--- src/rtl/mcpu_pkg.sv ---
// mcpu_pkg: shared definitions for the multi-cycle MIPS controller.
// Holds the FSM state encodings, opcode/funct constants, ALU_Control
// encodings and the datapath mux select encodings.
package mcpu_pkg;

    typedef enum logic [4:0] {
        S_IF     = 5'd0,
        S_ID     = 5'd1,
        S_EX_R   = 5'd2,
        S_WB_R   = 5'd3,
        S_EX_MA  = 5'd4,
        S_MEM_RD = 5'd5,
        S_MEM_WR = 5'd6,
        S_WB_LW  = 5'd7,
        S_EX_BR  = 5'd8,
        S_EX_J   = 5'd9,
        S_EX_JAL = 5'd10,
        S_EX_JR  = 5'd11,
        S_EX_I   = 5'd12,
        S_WB_I   = 5'd13,
        S_WB_LUI = 5'd14,
        S_ILL    = 5'd15
    } state_t;

    // Opcodes (IR[31:26])
    localparam logic [5:0] OP_RTYPE = 6'b000000;
    localparam logic [5:0] OP_LW    = 6'b100011;
    localparam logic [5:0] OP_SW    = 6'b101011;
    localparam logic [5:0] OP_BEQ   = 6'b000100;
    localparam logic [5:0] OP_BNE   = 6'b000101;
    localparam logic [5:0] OP_J     = 6'b000010;
    localparam logic [5:0] OP_JAL   = 6'b000011;
    localparam logic [5:0] OP_ADDI  = 6'b001000;
    localparam logic [5:0] OP_ANDI  = 6'b001100;
    localparam logic [5:0] OP_ORI   = 6'b001101;
    localparam logic [5:0] OP_SLTI  = 6'b001010;
    localparam logic [5:0] OP_XORI  = 6'b001110;
    localparam logic [5:0] OP_LUI   = 6'b001111;

    // R-type funct codes (IR[5:0])
    localparam logic [5:0] F_ADD = 6'b100000;
    localparam logic [5:0] F_SUB = 6'b100010;
    localparam logic [5:0] F_AND = 6'b100100;
    localparam logic [5:0] F_OR  = 6'b100101;
    localparam logic [5:0] F_SLT = 6'b101010;
    localparam logic [5:0] F_NOR = 6'b100111;
    localparam logic [5:0] F_XOR = 6'b100110;
    localparam logic [5:0] F_SRL = 6'b000010;
    localparam logic [5:0] F_JR  = 6'b001000;

    // ALU_Control encodings
    localparam logic [2:0] ALU_AND = 3'b000;
    localparam logic [2:0] ALU_OR  = 3'b001;
    localparam logic [2:0] ALU_ADD = 3'b010;
    localparam logic [2:0] ALU_XOR = 3'b011;
    localparam logic [2:0] ALU_NOR = 3'b100;
    localparam logic [2:0] ALU_SRL = 3'b101;
    localparam logic [2:0] ALU_SUB = 3'b110;
    localparam logic [2:0] ALU_SLT = 3'b111;

    // RegDst
    localparam logic [1:0] RD_RT = 2'b00;
    localparam logic [1:0] RD_RD = 2'b01;
    localparam logic [1:0] RD_RA = 2'b10;

    // MemtoReg
    localparam logic [1:0] MR_ALU = 2'b00;
    localparam logic [1:0] MR_MDR = 2'b01;
    localparam logic [1:0] MR_LUI = 2'b10;
    localparam logic [1:0] MR_PC  = 2'b11;

    // ALUSrcB
    localparam logic [1:0] SB_B      = 2'b00;
    localparam logic [1:0] SB_FOUR   = 2'b01;
    localparam logic [1:0] SB_IMM    = 2'b10;
    localparam logic [1:0] SB_IMM_SH = 2'b11;

    // PCSource
    localparam logic [1:0] PS_ALU    = 2'b00;
    localparam logic [1:0] PS_ALUOUT = 2'b01;
    localparam logic [1:0] PS_JUMP   = 2'b10;
    localparam logic [1:0] PS_REG    = 2'b11;

endpackage

--- src/rtl/mcpu_alu_dec.sv ---
// mcpu_alu_dec: combinational ALU operation decoder.
// Ports:
//   OPcode   in  6  IR[31:26]
//   Fun      in  6  IR[5:0]
//   alu_ctrl out 3  ALU_Control for R-type (by Fun) or I-type ALU ops (by OPcode)
// Undecoded combinations fall back to add.
module mcpu_alu_dec
    import mcpu_pkg::*;
(
    input  logic [5:0] OPcode,
    input  logic [5:0] Fun,
    output logic [2:0] alu_ctrl
);

    always_comb begin
        alu_ctrl = ALU_ADD;
        if (OPcode == OP_RTYPE) begin
            case (Fun)
                F_ADD:   alu_ctrl = ALU_ADD;
                F_SUB:   alu_ctrl = ALU_SUB;
                F_AND:   alu_ctrl = ALU_AND;
                F_OR:    alu_ctrl = ALU_OR;
                F_SLT:   alu_ctrl = ALU_SLT;
                F_NOR:   alu_ctrl = ALU_NOR;
                F_XOR:   alu_ctrl = ALU_XOR;
                F_SRL:   alu_ctrl = ALU_SRL;
                default: alu_ctrl = ALU_ADD;
            endcase
        end else begin
            case (OPcode)
                OP_ADDI: alu_ctrl = ALU_ADD;
                OP_ANDI: alu_ctrl = ALU_AND;
                OP_ORI:  alu_ctrl = ALU_OR;
                OP_SLTI: alu_ctrl = ALU_SLT;
                OP_XORI: alu_ctrl = ALU_XOR;
                default: alu_ctrl = ALU_ADD;
            endcase
        end
    end

endmodule

--- src/rtl/mcpu_ctrl_fsm.sv ---
// mcpu_ctrl_fsm: multi-cycle MIPS controller FSM.
// Sequences fetch / decode / execute / memory / writeback for a shared-memory
// datapath and stalls on MIO_ready in IF, MEM_RD and MEM_WR.
// Ports:
//   clk, rst_n (async, active-low)
//   OPcode, Fun   IR fields (IR is stable from ID until the next fetch)
//   zero          ALU zero flag, used for beq/bne resolution
//   MIO_ready     memory access complete this cycle
//   PCWrite, IorD, MemRead, MemWrite, IRWrite, CPU_MIO, RegDst, MemtoReg,
//   ALUSrcA, ALUSrcB, ALU_Control, PCSource, RegWrite  datapath controls
//   illegal_op    undecoded opcode seen
//   state_out     current state for debug display
// Build option: MCPU_CTRL_ERR_TRAP_EN makes ILL a sink state until reset;
// without it ILL is a one-cycle NOP that pulses illegal_op.
module mcpu_ctrl_fsm
    import mcpu_pkg::*;
#(
    parameter int STATE_W = 5
)(
    input  logic               clk,
    input  logic               rst_n,
    input  logic [5:0]         OPcode,
    input  logic [5:0]         Fun,
    input  logic               zero,
    input  logic               MIO_ready,
    output logic               PCWrite,
    output logic               IorD,
    output logic               MemRead,
    output logic               MemWrite,
    output logic               IRWrite,
    output logic               CPU_MIO,
    output logic [1:0]         RegDst,
    output logic [1:0]         MemtoReg,
    output logic               ALUSrcA,
    output logic [1:0]         ALUSrcB,
    output logic [2:0]         ALU_Control,
    output logic [1:0]         PCSource,
    output logic               RegWrite,
    output logic               illegal_op,
    output logic [STATE_W-1:0] state_out
);

    state_t     state;
    logic [2:0] alu_dec_ctrl;

    mcpu_alu_dec u_alu_dec (
        .OPcode   (OPcode),
        .Fun      (Fun),
        .alu_ctrl (alu_dec_ctrl)
    );

    always_ff @(posedge clk or negedge rst_n) begin
        if (!rst_n) begin
            state <= S_IF;
        end else begin
            case (state)
                S_IF:     if (MIO_ready) state <= S_ID;
                S_ID: begin
                    case (OPcode)
                        OP_RTYPE: state <= (Fun == F_JR) ? S_EX_JR : S_EX_R;
                        OP_LW, OP_SW:   state <= S_EX_MA;
                        OP_BEQ, OP_BNE: state <= S_EX_BR;
                        OP_J:     state <= S_EX_J;
                        OP_JAL:   state <= S_EX_JAL;
                        OP_ADDI, OP_ANDI, OP_ORI, OP_SLTI, OP_XORI: state <= S_EX_I;
                        OP_LUI:   state <= S_WB_LUI;
                        default:  state <= S_ILL;
                    endcase
                end
                S_EX_R:   state <= S_WB_R;
                S_EX_MA:  state <= (OPcode == OP_LW) ? S_MEM_RD : S_MEM_WR;
                S_MEM_RD: if (MIO_ready) state <= S_WB_LW;
                S_MEM_WR: if (MIO_ready) state <= S_IF;
                S_EX_I:   state <= S_WB_I;
`ifdef MCPU_CTRL_ERR_TRAP_EN
                S_ILL:    state <= S_ILL;
`else
                S_ILL:    state <= S_IF;
`endif
                // WB_R, WB_LW, EX_BR, EX_J, EX_JAL, EX_JR, WB_I, WB_LUI and
                // any unused encoding all return to fetch.
                default:  state <= S_IF;
            endcase
        end
    end

    // Moore decode of the state register; IF fetch strobes follow MIO_ready,
    // EX_R takes its ALU op from Fun and EX_BR resolves on zero.
    always_comb begin
        PCWrite     = 1'b0;
        IorD        = 1'b0;
        MemRead     = 1'b0;
        MemWrite    = 1'b0;
        IRWrite     = 1'b0;
        RegDst      = RD_RT;
        MemtoReg    = MR_ALU;
        ALUSrcA     = 1'b0;
        ALUSrcB     = SB_B;
        ALU_Control = ALU_AND;
        PCSource    = PS_ALU;
        RegWrite    = 1'b0;
        illegal_op  = 1'b0;
        case (state)
            S_IF: begin
                MemRead     = 1'b1;
                ALUSrcB     = SB_FOUR;
                ALU_Control = ALU_ADD;
                IRWrite     = MIO_ready;
                PCWrite     = MIO_ready;
            end
            S_ID: begin
                ALUSrcB     = SB_IMM_SH;
                ALU_Control = ALU_ADD;
            end
            S_EX_R: begin
                ALUSrcA     = 1'b1;
                ALU_Control = alu_dec_ctrl;
            end
            S_WB_R: begin
                RegDst   = RD_RD;
                RegWrite = 1'b1;
            end
            S_EX_MA: begin
                ALUSrcA     = 1'b1;
                ALUSrcB     = SB_IMM;
                ALU_Control = ALU_ADD;
            end
            S_MEM_RD: begin
                IorD    = 1'b1;
                MemRead = 1'b1;
            end
            S_MEM_WR: begin
                IorD     = 1'b1;
                MemWrite = 1'b1;
            end
            S_WB_LW: begin
                MemtoReg = MR_MDR;
                RegWrite = 1'b1;
            end
            S_EX_BR: begin
                ALUSrcA     = 1'b1;
                ALU_Control = ALU_SUB;
                PCSource    = PS_ALUOUT;
                PCWrite     = (OPcode == OP_BNE) ? ~zero : zero;
            end
            S_EX_J: begin
                PCSource = PS_JUMP;
                PCWrite  = 1'b1;
            end
            S_EX_JAL: begin
                PCSource = PS_JUMP;
                PCWrite  = 1'b1;
                RegDst   = RD_RA;
                MemtoReg = MR_PC;
                RegWrite = 1'b1;
            end
            S_EX_JR: begin
                PCSource = PS_REG;
                PCWrite  = 1'b1;
            end
            S_EX_I: begin
                ALUSrcA     = 1'b1;
                ALUSrcB     = SB_IMM;
                ALU_Control = alu_dec_ctrl;
            end
            S_WB_I: begin
                RegWrite = 1'b1;
            end
            S_WB_LUI: begin
                MemtoReg = MR_LUI;
                RegWrite = 1'b1;
            end
            S_ILL: begin
                illegal_op = 1'b1;
            end
            default: ;
        endcase
        // While reset is held the bus sees a quiet fetch: nothing is written,
        // so an instruction aborted by reset cannot complete any write.
        if (!rst_n) begin
            PCWrite     = 1'b0;
            IorD        = 1'b0;
            MemRead     = 1'b1;
            MemWrite    = 1'b0;
            IRWrite     = 1'b0;
            RegDst      = 2'b00;
            MemtoReg    = 2'b00;
            ALUSrcA     = 1'b0;
            ALUSrcB     = 2'b00;
            ALU_Control = 3'b000;
            PCSource    = 2'b00;
            RegWrite    = 1'b0;
            illegal_op  = 1'b0;
        end
    end

    assign CPU_MIO   = MemRead | MemWrite;
    assign state_out = STATE_W'(state);

endmodule

--- config.mk ---
export PLATFORM = sky130hd
export DESIGN_NAME = mcpu_ctrl_fsm
export DESIGN_NICKNAME = d
export VERILOG_FILES = /design/src/rtl/mcpu_pkg.sv /design/src/rtl/mcpu_alu_dec.sv /design/src/rtl/mcpu_ctrl_fsm.sv
export SDC_FILE = /design/constraint.sdc
export NUM_CORES = 1
export LEC_CHECK = 0
export ABC_AREA = 1
export BUFFER_PORTS_ARGS = -buffer_cell sky130_fd_sc_hd__buf_2
export CAP_MARGIN = 20
export CORE_MARGIN = 4
export CORE_UTILIZATION = 43
export CTS_CLUSTER_SIZE = 24
export DETAILED_ROUTE_END_ITERATION = 16
export PLACE_DENSITY_LB_ADDON = 0.15
export SYNTH_ARGS = -nofsm -noshare
export SYNTH_HDL_FRONTEND = slang
export SYNTH_SLANG_ARGS = --single-unit
export TNS_END_PERCENT = 50
--- constraint.sdc ---
create_clock -name clk -period 1.5 [get_ports clk]
set_clock_uncertainty 0.1 [all_clocks]
set_input_delay 0.15 -clock clk [delete_from_list [all_inputs] [get_ports clk]]
set_output_delay 0.15 -clock clk [all_outputs]
set_load 0.03 [all_outputs]
==> flow_summary.toml, run 1 <==
[outcome]
status = "complete, but fails checks"
violations = "setup timing"

[timing]
setup-violations-final = 23
post-route-period-util_pct = 122
fmax_mhz = 548
drv_slew = 0
hold_viol = 0
period_minus_slack_ns = 1.82
post-route-worst-setup-slack_ns = -0.325
rsz0062_at_grt = "true"

[clocking]
path_clk_slew_ns = 0.04
cts_root_buf = "clkbuf_4"
clockBufferDepth = 2
cts_num_sinks = 4
htree_levels = 1
cts_buffers = 3
cts_tree = "done"
clk_latency_ns = 0.24

[placed_design]
numPortBuffers = 39
gp_congestion = 0.905
dpl.hpwl_mm = 2.55
pre_cts_ws_ns = -0.0879

[min_path]
hp-class = "primary input to register"
hold_path_depth = 4

[die]
coreArea_um2 = 1940
floorplan.die.width_um = 53.0
row_count = 16
initial_core_util_pct = 44.9
die_h_um = 53.0
die-area_um2 = 2810
io-pin-count = 41

[cells_and_area]
area_growth_pct = 89.5
drive_gt1_share_pct = 54.7
nNetsFinal = 265
utilization_pct = 85.1
largest_reg_flops = 4
n_antenna_cell = 0

[yosys]
avgSynthCellArea_um2 = 5.01
netlist_area_um2 = 872
yosys_warnings = 0
synth.distinct_cells = 24
yosys.area.top_type_share_pct = 22.8
yosysMostFrequentCell = "nand2_1"
synthArstFlopShare_pct = 100
synth.area.top_cells = "nand2_1 (23%), nor2_1 (13%), dfrtp_1 (11%)"
synthesis.nets = 190
synth_cells = 174
synth_commonest_cells = "nand2_1 (53), nor2_1 (31), inv_1 (17)"
ys_seq_elements = 4
ys.flop_type = "dfrtp_1"
synth-edff-count = 0
synth_largest_area_cell = "nand2_1"
ys_seq_area_share_pct = 11.5

[grt]
grt_use_total_pct = 27.6
grt-ovfl-total = 0
antenna_found_initial = 0
grt_pass1_wl_mm = 5.80
grt_max_degree = 10
grt_pass1_vias = 1396

[worst_setup_path]
endpoint_kind = "output port"
cp_data_required_time_ns = 1.25
critical_path_class = "register to output port"
path_max_fanout = 4
rr_worst_depth = 12
arrival_ns = 1.57
start_kind = "register"

[routing]
drt-initial-drc-count = 57
vias = 1531
drt-wirelength-per-cell_um = 15.5
wl_mm = 4.24
drc = 0
vias_per_cell = 5.59
firstDrtPassIters = 4
drtAntennaViolNets = 0

[power_and_ir_drop]
irDropWorstVdd_uv = 1540
p_leak_nw = 0.871
p_per_area_nw_per_um2 = 1660

[job]
cap_viol_max_count = 0
==> per-stage QoR <==
step | power, mW | std cells | hold WS (ns) | instance area [um2] | TNS, ns
6_report | 2.74 | 274 | 0.191 | 1650 | -4.76
4_1_cts | 2.46 | 273 | 0.153 | 1580 | -3.23
2_1_floorplan | 1.38 | 174 | -0.246 | 972 | -0.197
3_3_place_gp | 1.96 | 263 | -0.0193 | 1380 | -0.0648
3_5_place_dp | 2.00 | 263 | -0.0125 | 1380 | -0.242
5_1_grt | 2.89 | 274 | 0.177 | 1650 | -6.08
==> repair_timing <==
item,CTS,global route
pin swaps,8,5
endpoints found under the hold margin,4,0
setup buffers,6,1
resized for setup,41,19
setup endpoints to repair,21,23
hold buffers,1,0
==> metal layers <==
layer	wire length [um]	vias up	global-route usage, %
met5	0	-	0
met4	165	0	11.1
met3	359	24	2.82
met2	2200	107	52.3
met1	1520	700	30.7
li1	-	700	-
==> cell type report <==
| cell class | count | area, um2 |
|---|---|---|
| multi-input cells | 140 | 828 |
| repair buffers | 72 | 556 |
| fillers | 118 | 289 |
| inverters | 28 | 108 |
| flip-flops and latches | 4 | 105 |
| well taps | 27 | 33.8 |
| clock buffers | 3 | 22.5 |
==> power by group <==
part	internal, mW	switching (mW)
sequential	0.169	0.102
clock	0.0900	0.0513
combinational	0.944	1.38
total	1.20	1.54
==> worst max-delay path, stage by stage (launching register included) <==
cell and delay, ns:
dfrtp_2 0.43, buf_4 0.14, buf_6 0.11, nand2_4 0.07, inv_2 0.08, nand2_4 0.06
buf_6 0.12, a21oi_2 0.15, buf_6 0.16
==> final timing paths <==
path                               from           end  slack (ns)
setup / recovery           state_out[0]          IorD       -0.32
hold / removal                MIO_ready  state_out[1]        0.19
setup reg to reg           state_out[0]  state_out[2]       -0.21
hold reg to reg            state_out[0]  state_out[0]        0.70
max in group asynchronous         rst_n  state_out[1]        0.67
min in group asynchronous         rst_n  state_out[2]        0.44
==> cells in the final DEF, fill, tap and decap left out, drive strengths merged <==
| master | Yosys | routed |
|---|---|---|
| nand2 | 57 | 57 |
| a31oi | 4 | 4 |
| inv | 26 | 26 |
| nor4 | 1 | 1 |
| a21oi | 5 | 5 |
| nor2 | 38 | 38 |
| dfrtp | 4 | 4 |
| clkbuf | 1 | 3 |
| dlygate4sd3 | 0 | 1 |
| buf | 1 | 71 |
| nand3 | 12 | 12 |
| o21ai | 13 | 13 |
| nor3 | 4 | 4 |
| o22ai | 2 | 2 |
| clkinv | 2 | 2 |
| nand4 | 3 | 3 |
| conb | 1 | 1 |
==> logic make-up after synthesis <==
logic type,Yosys count,share of synthesized area (%)
other,1,0.430
AOI/OAI and AO/OA,24,15.8
buffers and inverters,30,13.3
DFF,4,11.5
and+or+nand+nor,115,59.0
(Power assumes the default switching activity.)
==> run 2: changes to the inputs <==
--- a/config.mk
+++ b/config.mk
@@ -13,5 +13,5 @@
 export CTS_CLUSTER_SIZE = 24
 export DETAILED_ROUTE_END_ITERATION = 16
-export PLACE_DENSITY_LB_ADDON = 0.15
+export PLACE_DENSITY = 0.75
 export SYNTH_ARGS = -nofsm -noshare
 export SYNTH_HDL_FRONTEND = slang
==> constraint.sdc (replaced) <==
create_clock -name clk -period 1.5 [get_ports clk]
set_clock_uncertainty 0.1 [all_clocks]
set_input_delay 0.15 -clock clk [delete_from_list [all_inputs] [get_ports clk]]
set_output_delay 0.15 -clock clk [all_outputs]
set_load 0.02 [all_outputs]
==> flow_summary.toml, run 2 (same netlist as run 1, synthesis figures left out) <==
[cells_and_area]
seq_area_um2 = 105
multi_input_comb_area_um2 = 832
final_cell_mix = "nand2_1 (47), buf_4 (35), nor2_1 (25), buf_2 (21), inv_1 (14)"
nNetsFinal = 262
n_antenna_cell = 0
utilization_pct = 83.5
drive_gt1_share_pct = 50.8
largest_reg_flops = 4
final_common_cell = "nand2_1"
area_growth_pct = 85.9
final.fill_count = 111
stdcell_area_um2 = 1620

[grt]
antenna_found_initial = 0
grt-ovfl-total = 0
gr-usage-met3_pct = 4.23
grt_pass1_wl_mm = 5.98
grt_max_degree = 11
busiest_layer = "met2"
met1_usage_pct = 30.1
grt_use_met2_pct = 51.2
grt_pass1_vias = 1389
grt_use_total_pct = 28.6

[die]
io-pin-count = 41
die-area_um2 = 2810
coreArea_um2 = 1940
initial_core_util_pct = 44.9
row_count = 16
die_h_um = 53.0
floorplan.die.width_um = 53.0

[clocking]
cts_tree = "done"
cts_num_sinks = 4
clk_latency_ns = 0.24
clockBufferDepth = 2
cts_root_buf = "clkbuf_4"
htree_levels = 1
path_clk_slew_ns = 0.04
cts_buffers = 3

[routing]
vias = 1457
vias_per_cell = 5.38
drt-wirelength-per-cell_um = 15.4
firstDrtPassIters = 4
drc = 0
drt-initial-drc-count = 60
wl_mm = 4.19
drtAntennaViolNets = 0

[placed_design]
pre_cts_ws_ns = -0.143
place_area_um2 = 1280
dpl.hpwl_mm = 2.45
gp_congestion = 0.931
numPortBuffers = 39

[outcome]
status = "complete, but fails checks"
violations = "setup timing"

[worst_setup_path]
critical_path_class = "register to output port"
reg2reg_slack_ns = -0.02
endpoint_kind = "output port"
reg2reg_from = "state_out[2]"
reg2reg_to = "state_out[2]"
cp_data_required_time_ns = 1.25
path_max_fanout = 5
start_kind = "register"
rr_worst_depth = 9
arrival_ns = 1.61

[timing]
drv_slew = 0
fmax_mhz = 537
period_minus_slack_ns = 1.86
post-route-worst-setup-slack_ns = -0.361
hold_viol = 0
rsz0062_at_grt = "true"
setup-violations-final = 22
post-route-period-util_pct = 124
tns_ns = -4.79

[min_path]
hold_path_depth = 4
worstHoldStart = "MIO_ready"
whs_endpoint = "state_out[1]"
hp-class = "primary input to register"

[power_and_ir_drop]
p_int_mw = 1.23
p_seq_share_pct = 10.3
p_leak_nw = 0.858
p_comb_share_pct = 84.5
power_switching_mw = 1.48
finalPower_mw = 2.71
irDropWorstVdd_uv = 978
p_sw_share_pct = 54.5
p_per_area_nw_per_um2 = 1670
clockPowerShare_pct = 5.2

[job]
cap_viol_max_count = 0
## run 2: layout make-up
class | instances | area share, %
clock buffer | 3 | 1.39
inverter | 28 | 7.10
multi-input combinational | 140 | 51.3
sequential | 4 | 6.48
tap | 27 | 2.08
timing repair buffer | 69 | 31.6
## run 2: worst max path at each step
stage / from / end / slack, ns / cells past startpoint
after CTS: state_out[1] / PCWrite / -0.26 / 6
after global routing: state_out[0] / MemRead / -0.40 / 7
after floorplan: state_out[1] / ALU_Control[0] / -0.009 / 6
after global placement: state_out[2] / PCWrite / -0.05 / 6
after detailed placement: state_out[2] / PCWrite / -0.14 / 6
final: state_out[3] / ALUSrcA / -0.36 / 7
## run 2: through the flow
stage                     std cells  hold WS (ns)
after detailed placement        259       -0.0207
after global routing            271         0.182
after global placement          259       -0.0210
after CTS                       269         0.126
after floorplan                 174        -0.246
final                           271         0.157
## run 2: worst max-delay path, stage by stage (launching register included)
cell and delay (ns):
dfrtp_2 0.47, nand2_1 0.14, inv_1 0.07, nand2_1 0.15
o21ai_4 0.09, o21ai_2 0.18, o21ai_2 0.10, buf_4 0.17
## run 2: what timing repair did
action,4_1_cts,5_1_grt
endpoints found under the hold margin,4,0
setup buffers,6,2
gates resized for setup,36,35
endpoints found under the setup margin,21,23
pin swaps,9,5
hold buffers,1,0
## run 2: metal layers
layer  wire length (um)  up-vias
met3                328       23
met4                223        0
li1                   -      693
met1               1510      662
met5                  0        -
met2               2130       79
## run 2: power by group through the flow
stage | sequential, mW | clock, mW | combinational (mW)
global placement | 0.232 | 0 | 1.52
detailed placement | 0.243 | 0 | 1.54
floorplan | 0.308 | 0 | 0.854
CTS | 0.248 | 0.142 | 1.88
finish | 0.280 | 0.140 | 2.29
global route | 0.282 | 0.152 | 2.41
